<file path="src/rtl/grid_to_pixel_mover.sv">
// rtl/grid_to_pixel_mover.sv - active piece grid position with pixel glide toward the committed cell
module grid_to_pixel_mover #(
    parameter int X0        = 240,
    parameter int Y0        = 60,
    parameter int CELL      = 20,
    parameter int COLS      = 10,
    parameter int ROWS      = 20,
    parameter int SPAWN_COL = 5
) (
    input  logic       clk,
    input  logic       rst,
    input  logic       tick,
    input  logic       spawn,
    input  logic       move_left,
    input  logic       move_right,
    input  logic       move_down,
    output logic [4:0] col,
    output logic [4:0] row,
    output logic [9:0] sq2,
    output logic [9:0] sq0,
    output logic       busy,
    output logic       done,
    output logic       at_bottom
);

    typedef enum logic {IDLE, GLIDE} state_t;

    localparam logic [9:0] SPAWN_X  = 10'(X0 + CELL * SPAWN_COL);
    localparam logic [9:0] TOP_Y    = 10'(Y0);
    localparam logic [9:0] STEP     = 10'(CELL);
    localparam logic [4:0] SPAWN_C  = 5'(SPAWN_COL);
    localparam logic [4:0] LAST_COL = 5'(COLS - 1);
    localparam logic [4:0] LAST_ROW = 5'(ROWS - 1);

    state_t     state, state_nxt;
    logic [4:0] col_nxt, row_nxt;
    logic [9:0] sq2_nxt, sq0_nxt;
    logic [9:0] target, target_nxt;
    logic       axis_y, axis_y_nxt;
    logic       dir_neg, dir_neg_nxt;
    logic       busy_nxt, done_nxt;
    logic [9:0] cur, stepped;

    // Only one axis moves per glide; axis_y selects which register steps.
    assign cur     = axis_y ? sq0 : sq2;
    assign stepped = dir_neg ? cur - 10'd1 : cur + 10'd1;

    always_ff @(posedge clk or posedge rst) begin
        if (rst) begin
            state <= IDLE;
        end else begin
            state <= state_nxt;
        end
    end

    always_comb begin
        state_nxt   = state;
        col_nxt     = col;
        row_nxt     = row;
        sq2_nxt     = sq2;
        sq0_nxt     = sq0;
        target_nxt  = target;
        axis_y_nxt  = axis_y;
        dir_neg_nxt = dir_neg;
        busy_nxt    = busy;
        done_nxt    = 1'b0;
        case (state)
            IDLE: begin
                // Priority chain: a blocked higher-priority move swallows lower ones.
                if (spawn) begin
                    col_nxt = SPAWN_C;
                    row_nxt = 5'd0;
                    sq2_nxt = SPAWN_X;
                    sq0_nxt = TOP_Y;
                end else if (move_down) begin
                    if (row < LAST_ROW) begin
                        row_nxt     = row + 5'd1;
                        target_nxt  = sq0 + STEP;
                        axis_y_nxt  = 1'b1;
                        dir_neg_nxt = 1'b0;
                        busy_nxt    = 1'b1;
                        state_nxt   = GLIDE;
                    end
                end else if (move_left) begin
                    if (col > 5'd0) begin
                        col_nxt     = col - 5'd1;
                        target_nxt  = sq2 - STEP;
                        axis_y_nxt  = 1'b0;
                        dir_neg_nxt = 1'b1;
                        busy_nxt    = 1'b1;
                        state_nxt   = GLIDE;
                    end
                end else if (move_right) begin
                    if (col < LAST_COL) begin
                        col_nxt     = col + 5'd1;
                        target_nxt  = sq2 + STEP;
                        axis_y_nxt  = 1'b0;
                        dir_neg_nxt = 1'b0;
                        busy_nxt    = 1'b1;
                        state_nxt   = GLIDE;
                    end
                end
            end
            GLIDE: begin
                if (spawn) begin
                    col_nxt   = SPAWN_C;
                    row_nxt   = 5'd0;
                    sq2_nxt   = SPAWN_X;
                    sq0_nxt   = TOP_Y;
                    busy_nxt  = 1'b0;
                    state_nxt = IDLE;
                end else if (tick) begin
                    if (axis_y) begin
                        sq0_nxt = stepped;
                    end else begin
                        sq2_nxt = stepped;
                    end
                    if (stepped == target) begin
                        busy_nxt  = 1'b0;
                        done_nxt  = 1'b1;
                        state_nxt = IDLE;
                    end
                end
            end
            default: state_nxt = IDLE;
        endcase
    end

    always_ff @(posedge clk or posedge rst) begin
        if (rst) begin
            col     <= SPAWN_C;
            row     <= 5'd0;
            sq2     <= SPAWN_X;
            sq0     <= TOP_Y;
            target  <= SPAWN_X;
            axis_y  <= 1'b0;
            dir_neg <= 1'b0;
            busy    <= 1'b0;
            done    <= 1'b0;
        end else begin
            col     <= col_nxt;
            row     <= row_nxt;
            sq2     <= sq2_nxt;
            sq0     <= sq0_nxt;
            target  <= target_nxt;
            axis_y  <= axis_y_nxt;
            dir_neg <= dir_neg_nxt;
            busy    <= busy_nxt;
            done    <= done_nxt;
        end
    end

    assign at_bottom = (row == LAST_ROW);

endmodule

</file>
<file path="config.mk">
export PLATFORM = sky130hd
export DESIGN_NAME = grid_to_pixel_mover
export DESIGN_NICKNAME = d
export VERILOG_FILES = /design/src/rtl/grid_to_pixel_mover.sv
export SDC_FILE = /design/constraint.sdc
export NUM_CORES = 1
export LEC_CHECK = 0
export ABC_AREA = 1
export BUFFER_PORTS_ARGS = -buffer_cell sky130_fd_sc_hd__buf_2
export CAP_MARGIN = 20
export CORE_UTILIZATION = 35
export CTS_CLUSTER_SIZE = 8
export DETAILED_ROUTE_END_ITERATION = 6
export HOLD_SLACK_MARGIN = 0.12
export PLACE_DENSITY = 0.49
export REMOVE_ABC_BUFFERS = 1
export SLEW_MARGIN = 15
export SYNTH_ARGS = -nofsm -noshare
export SYNTH_HDL_FRONTEND = slang
export SYNTH_SLANG_ARGS = --single-unit
</file>
<file path="constraint.sdc">
create_clock -name clk -period 3.4 [get_ports clk]
set_clock_uncertainty 0.15 [all_clocks]
set_input_delay 0.51 -clock clk [delete_from_list [all_inputs] [get_ports clk]]
set_output_delay 0.51 -clock clk [all_outputs]
set_load 0.02 [all_outputs]
</file>
; Word level (Yosys, flattened, before mapping)
; Cells that the tools add are included.
[totals]
output_inout_bits = 33
word_cells = 117
reg_bits = 45
input_bits = 7
[classes]
eq_ne = 21
bitwise = 2
n_reduce_logical = 8
n_addsub = 8
order_cmp = 3
n_mux = 65
[ops]
columns = op, count
row1 = 10-bit two-way mux, 16
row2 = 5-bit two-way mux, 11
row3 = 10-bit case mux with 2 select lines, 2
row4 = 1-bit two-way mux, 32
row5 = 4-bit != test (second input constant), 6
row6 = 10-bit by 5-bit adder with 10-bit output (second input constant), 2
row7 = 5-bit case mux with 2 select lines, 2
row8 = 3-bit != test (second input constant), 6
row9 = 10-bit by 1-bit adder with 10-bit output (second input constant), 1
row10 = 5-bit by 1-bit adder with 5-bit output (second input constant), 2
row11 = 10-bit equality test, 1
row12 = 10-bit by 1-bit subtractor with 10-bit output (second input constant), 1
row13 = 10-bit by 5-bit subtractor with 10-bit output (second input constant), 1
row14 = 3-bit AND reduction, 3
row15 = 7-bit AND reduction, 1
row16 = 2-bit != test (second input constant), 3
row17 = 3-bit by 2-bit != test with 1-bit output (second input constant), 2
row18 = 6-bit AND reduction, 1
row19 = 3-bit nonzero test, 2
row20 = 5-bit equality test (second input constant), 1
row21 = 5-bit by 1-bit greater-than comparator with 1-bit output (second input constant), 1
row22 = 5-bit by 4-bit less-than comparator with 1-bit output (second input constant), 1
row23 = 5-bit less-than comparator (second input constant), 1
row24 = 5-bit AND reduction, 1
row25 = other kinds (5), 7

; Logic depth before layout (Yosys ltp)
[logic_depth]
depth_word = 8
depth_mapped = 19
ltp_nobuf = 17

; Least setup slack after synthesis
; Ideal clock, no wire load.
[synth_path]
kind = register -> register
from = register axis_y
to = register busy
required_ns = 3.130
path_stages_with_launch = 16
synth_period_minus_slack_ns = 2.498
path_buffers = 2
setup_time_ns = 0.120
slack_ns = 0.902
t_arrival_ns = 2.228
path_cell_list = dfrtp_1 buf_6 clkbuf_1 nand2_1 o21ai_0 fa_1 a21oi_1 o21ai_0 nor2_1 nand3b_1 nor2_1 nand2_1 nor2_1 nand3_2 nand2_2 a21oi_2
[synth_between]
elab_chain_cells = 6
elab_cells_between_ends = 7
classes_between = 2 x add/sub / 2 x eq/ne / 2 x mux / 1 x reduce/logical
[synth_rtl]
columns = element, line
row1 = from (decl), 39  ; logic axis_y, axis_y_nxt;
row2 = from (signal assigned), 146  ; axis_y <= axis_y_nxt;
row3 = 10-bit two-way mux (*), 45  ; assign cur = axis_y ? sq0 : sq2;
row4 = 10-bit by 1-bit adder with 10-bit output or 10-bit by 1-bit subtractor with 10-bit output (tied branches), 46  ; assign stepped = dir_neg ? cur - 10'd1 : cur + 10'd1;
row5 = 10-bit two-way mux (*), 46
row6 = 10-bit equality test (*), 118  ; if (stepped == target) begin
row7 = 3-bit by 2-bit != test with 1-bit output (no line) (*), -
row8 = 7-bit AND reduction (no line) (*), -
row9 = to (signal assigned), 148  ; busy <= busy_nxt;
row10 = to (decl), 21  ; output logic busy,
; Mark *: on every way between the ends. The rest lies on a longest branch, timed or not.
; A chain may end at the register's enable or synchronous reset.

; Worst setup path in the final report
[layout_path]
from = register axis_y
to = register state
[layout_between]
elab_chain_cells = 8
elab_cells_between_ends = 9
classes_between = 2 x add/sub / 1 x eq/ne / 6 x mux
[layout_rtl]
columns = element, line
row1 = 10-bit two-way mux (*), 45
row2 = 10-bit by 1-bit adder with 10-bit output or 10-bit by 1-bit subtractor with 10-bit output (tied branches), 46
row3 = 10-bit two-way mux (*), 46
row4 = 10-bit equality test (*), 118
row5 = 1-bit two-way mux (*), 118
row6 = 1-bit two-way mux (*), 112  ; end else if (tick) begin
row7 = 1-bit two-way mux (*), 105  ; if (spawn) begin
row8 = 1-bit case mux with 2 select lines (*), 67  ; case (state)
row9 = net state_nxt, 35  ; state_t state, state_nxt;
row10 = to (signal assigned), 52  ; state <= state_nxt;
row11 = to (decl), 35
; Mark *: on every way through the listed nets, which the timed path passes. The rest lies on a longest branch.

==> results.py <==
metrics = {
    "yosys": {
        "synth_top_family_by_area": "simple AND/OR/NAND/NOR gates",
        "ys_warn_count": 0,
        "synthArstFlopShare": 1.00,
        "synthSimpleGateAreaFrac": 0.322,
        "synth_edf_count": 0,
        "syn_inst": 479,
        "synth_cell_types": 38,
        "syn_area_sq_mm": 0.00343,
        "synth_fa_ha_area_frac": 0.0869,
        "synth_compound_area_frac": 0.137,
        "synth-main-ff-cell": "dfrtp_1",
        "seq_area_frac_synth": 0.334,
        "syn_area_per_cell_sq_um": 7.15,
        "synth_mux_area_frac": 0,
        "ys_ff_latch": 45,
        "synth_xor_area_frac": 0.0230,
    },
    "clock_tree": {
        "clock_sinks": 45,
        "insertion_delay_ps": 300,
        "clk_path_buf_depth": 2,
        "h-tree-depth": 2,
        "cts_resized": 0,
        "post_cts_buffers": 0,
        "root_buffer": "clkbuf_8",
        "cts_made_buffers": 5,
        "clk_pin_slew_worst_paths_ps": 100,
        "hold_buffers": 0,
        "cts_tree": "done",
    },
    "floorplan": {
        "die_h_um": 101,
        "core-area_sq_mm": 0.00937,
        "die_x_um": 101,
        "start_util": 0.366,
        "io-pin-count": 40,
        "rows": 35,
        "die_area_sq_mm": 0.0102,
    },
    "global_route": {
        "grt_pass1_vias": 3076,
        "use_met3": 0.0368,
        "grt_first_pass_wirelength_um": 16200,
        "antenna_found_initial": 0,
        "grt_usage": 0.210,
        "grt_max_degree": 46,
        "gr-total-overflow": 0,
        "use_met1": 0.283,
        "use_met2": 0.349,
        "grt.busiest_layer": "met2",
    },
    "power": {
        "clock_power_share": 0.156,
        "combinationalPowerShare": 0.529,
        "vdd_drop_max_mv": 0.261,
        "p_leak_nw": 1.97,
        "p_sw_frac": 0.478,
        "powerDensity_mw_per_mm2": 701,
        "p_int_mw": 1.43,
        "p_switching_mw": 1.31,
        "seqPwrFrac": 0.315,
    },
    "worst_setup_path": {
        "regToRegEndpoint": "state",
        "cpPeakStageDelay_ps": 730,
        "critPathSlowestCell": "dfrtp_1",
        "crit_family": "simple AND/OR/NAND/NOR gates",
        "crit_fanout": 16,
        "setup.worst_path.end_class": "register",
        "critPathMostFrequentCell": "nor2_1",
        "crit_buf_inv": 0,
        "reg2regPathDepth": 12,
        "critPathRequiredTime_ps": 3450,
        "start_kind": "register",
        "crit_chain": "o21ai_0, fa_1, xor2_1, nor2_1, nor2_1, nand3b_1, nor2_1, nand2_1, nor2_1, nand3_2, nand2_2, nand2_1",
        "critPathKind": "register to register",
        "crit_arrival_ps": 3040,
        "r2r_setup_slack_ps": 410,
        "r2r_start": "axis_y",
    },
    "cells_and_area": {
        "n_antenna_cell": 0,
        "drive_gt1_frac": 0.188,
        "final_area_sq_mm": 0.00390,
        "final.fill_count": 1026,
        "final_net_count": 550,
        "post-route-util": 0.416,
        "syn_to_final_growth_pct": 13.9,
    },
    "worst_hold_path": {
        "worstHoldStart": "spawn",
        "min_path_cells": 2,
        "hold_path.class": "input port to register",
        "hold_end": "row[4]",
    },
    "timing": {
        "min_period_over_period": 0.879,
        "relSlewSlack": 0.608,
        "fmax_mhz": 334,
        "setup_slack_ps": 410,
        "fin_crit_ps": 2990,
        "fin_setup_tns_ps": 0,
        "rsz0062_at_grt": "no",
        "tightest_slew_ps": 589,
        "finalHoldViolations": 0,
        "hold-worst-slack_ps": 268,
        "setup_viol": 0,
        "drv_slew": 0,
    },
    "placed_design": {
        "dpl_worst_slack_ps": 453,
        "portBuffers": 39,
        "placed_cell_area_sq_mm": 0.00376,
        "gp_congestion": 0.867,
        "hpwl_um": 7640,
    },
    "route": {
        "wirelength_um": 9920,
        "drc": 0,
        "drtPass1Iterations": 4,
        "postRouteAntennaNets": 0,
        "drt_iter0_markers": 172,
        "wl_per_cell_um": 15.2,
        "via_per_inst": 4.97,
        "vias": 3235,
    },
    "status": {
        "status": "finished, final reports clean",
    },
    "flow_run": {
        "max-cap-violations": 0,
    },
}
worst max path at each step:
stage,start,endpoint,depth (start not counted)
6_report,axis_y,state,12
5_1_grt,axis_y,busy,12
4_1_cts,axis_y,state,12
3_5_place_dp,axis_y,state,12
3_3_place_gp,axis_y,state,12
2_1_floorplan,axis_y,busy,12
power groups by stage:
| stage | sequential (mW) | clock, mW | combinational (mW) |
|---|---|---|---|
| final | 0.861 | 0.427 | 1.45 |
| after global routing | 0.885 | 0.464 | 1.64 |
| after CTS | 0.864 | 0.444 | 1.45 |
| after floorplan | 0.898 | 0 | 1.03 |
| after global placement | 0.870 | 0 | 1.44 |
| after detailed placement | 0.871 | 0 | 1.45 |
placed cells by master (no fill, tap or decap), drive strengths merged:
cell / count
fa: 3
xnor2: 4
nand3: 49
dlygate4sd3: 1
and2: 1
o22ai: 10
ha: 19
clkbuf: 6
o21bai: 1
dfrtp: 31
a31oi: 2
dfstp: 14
o211ai: 5
a21oi: 24
inv: 75
nand4: 9
nor2: 30
xor2: 5
clkinv: 1
o2111ai: 1
o311ai: 1
nor3: 4
or2: 2
o21ai: 38
bufinv: 1
a211oi: 1
buf: 43
nand2: 136
nand3b: 5
Yosys cell counts (all sizes together), types with 9 or more instances:
cell | count | area share
a21oi | 24 | 0.039
dfrtp | 31 | 0.23
dfstp | 14 | 0.11
ha | 19 | 0.069
inv | 75 | 0.084
nand2 | 136 | 0.17
nand3 | 49 | 0.075
nand4 | 9 | 0.016
nor2 | 30 | 0.039
o21ai | 38 | 0.056
o22ai | 10 | 0.018
registers in the layout, indices dropped and copies added (netlist names), 5 cells and up:
| register | count |
|---|---|
| sq0 | 10 |
| sq2 | 10 |
| target | 10 |
| col | 5 |
| row | 5 |
cells by family after synthesis:
logic type	count (synthesis)
buffers and inverters	84
XOR/XNOR	9
adder cells (fa/ha/maj)	22
AO/OA/AOI/OAI	83
flip-flops	45
AND/OR/NAND/NOR	236
area by class of cell:
cell class | instances | area [sq um] | share of cell area
inverters | 75 | 287 | 0.0734
repair buffers | 44 | 248 | 0.0635
well taps | 129 | 161 | 0.0414
flip-flops and latches | 45 | 1140 | 0.293
clock inverters | 2 | 38.8 | 0.00994
clock buffers | 6 | 72.6 | 0.0186
multi-input cells | 350 | 1950 | 0.500
metal layers:
layer	share of wire	wire (um)	up-vias
li1	-	-	1657
met1	0.47	4710	1491
met2	0.46	4600	76
met3	0.045	447	11
met4	0.017	164	0
met5	0	0	-
per-stage QoR:
stage	std cells	total power [mW]
6_report	651	2.73
5_1_grt	651	2.99
4_1_cts	649	2.76
3_5_place_dp	641	2.32
3_3_place_gp	641	2.31
2_1_floorplan	470	1.93
(Power assumes the default switching activity.)
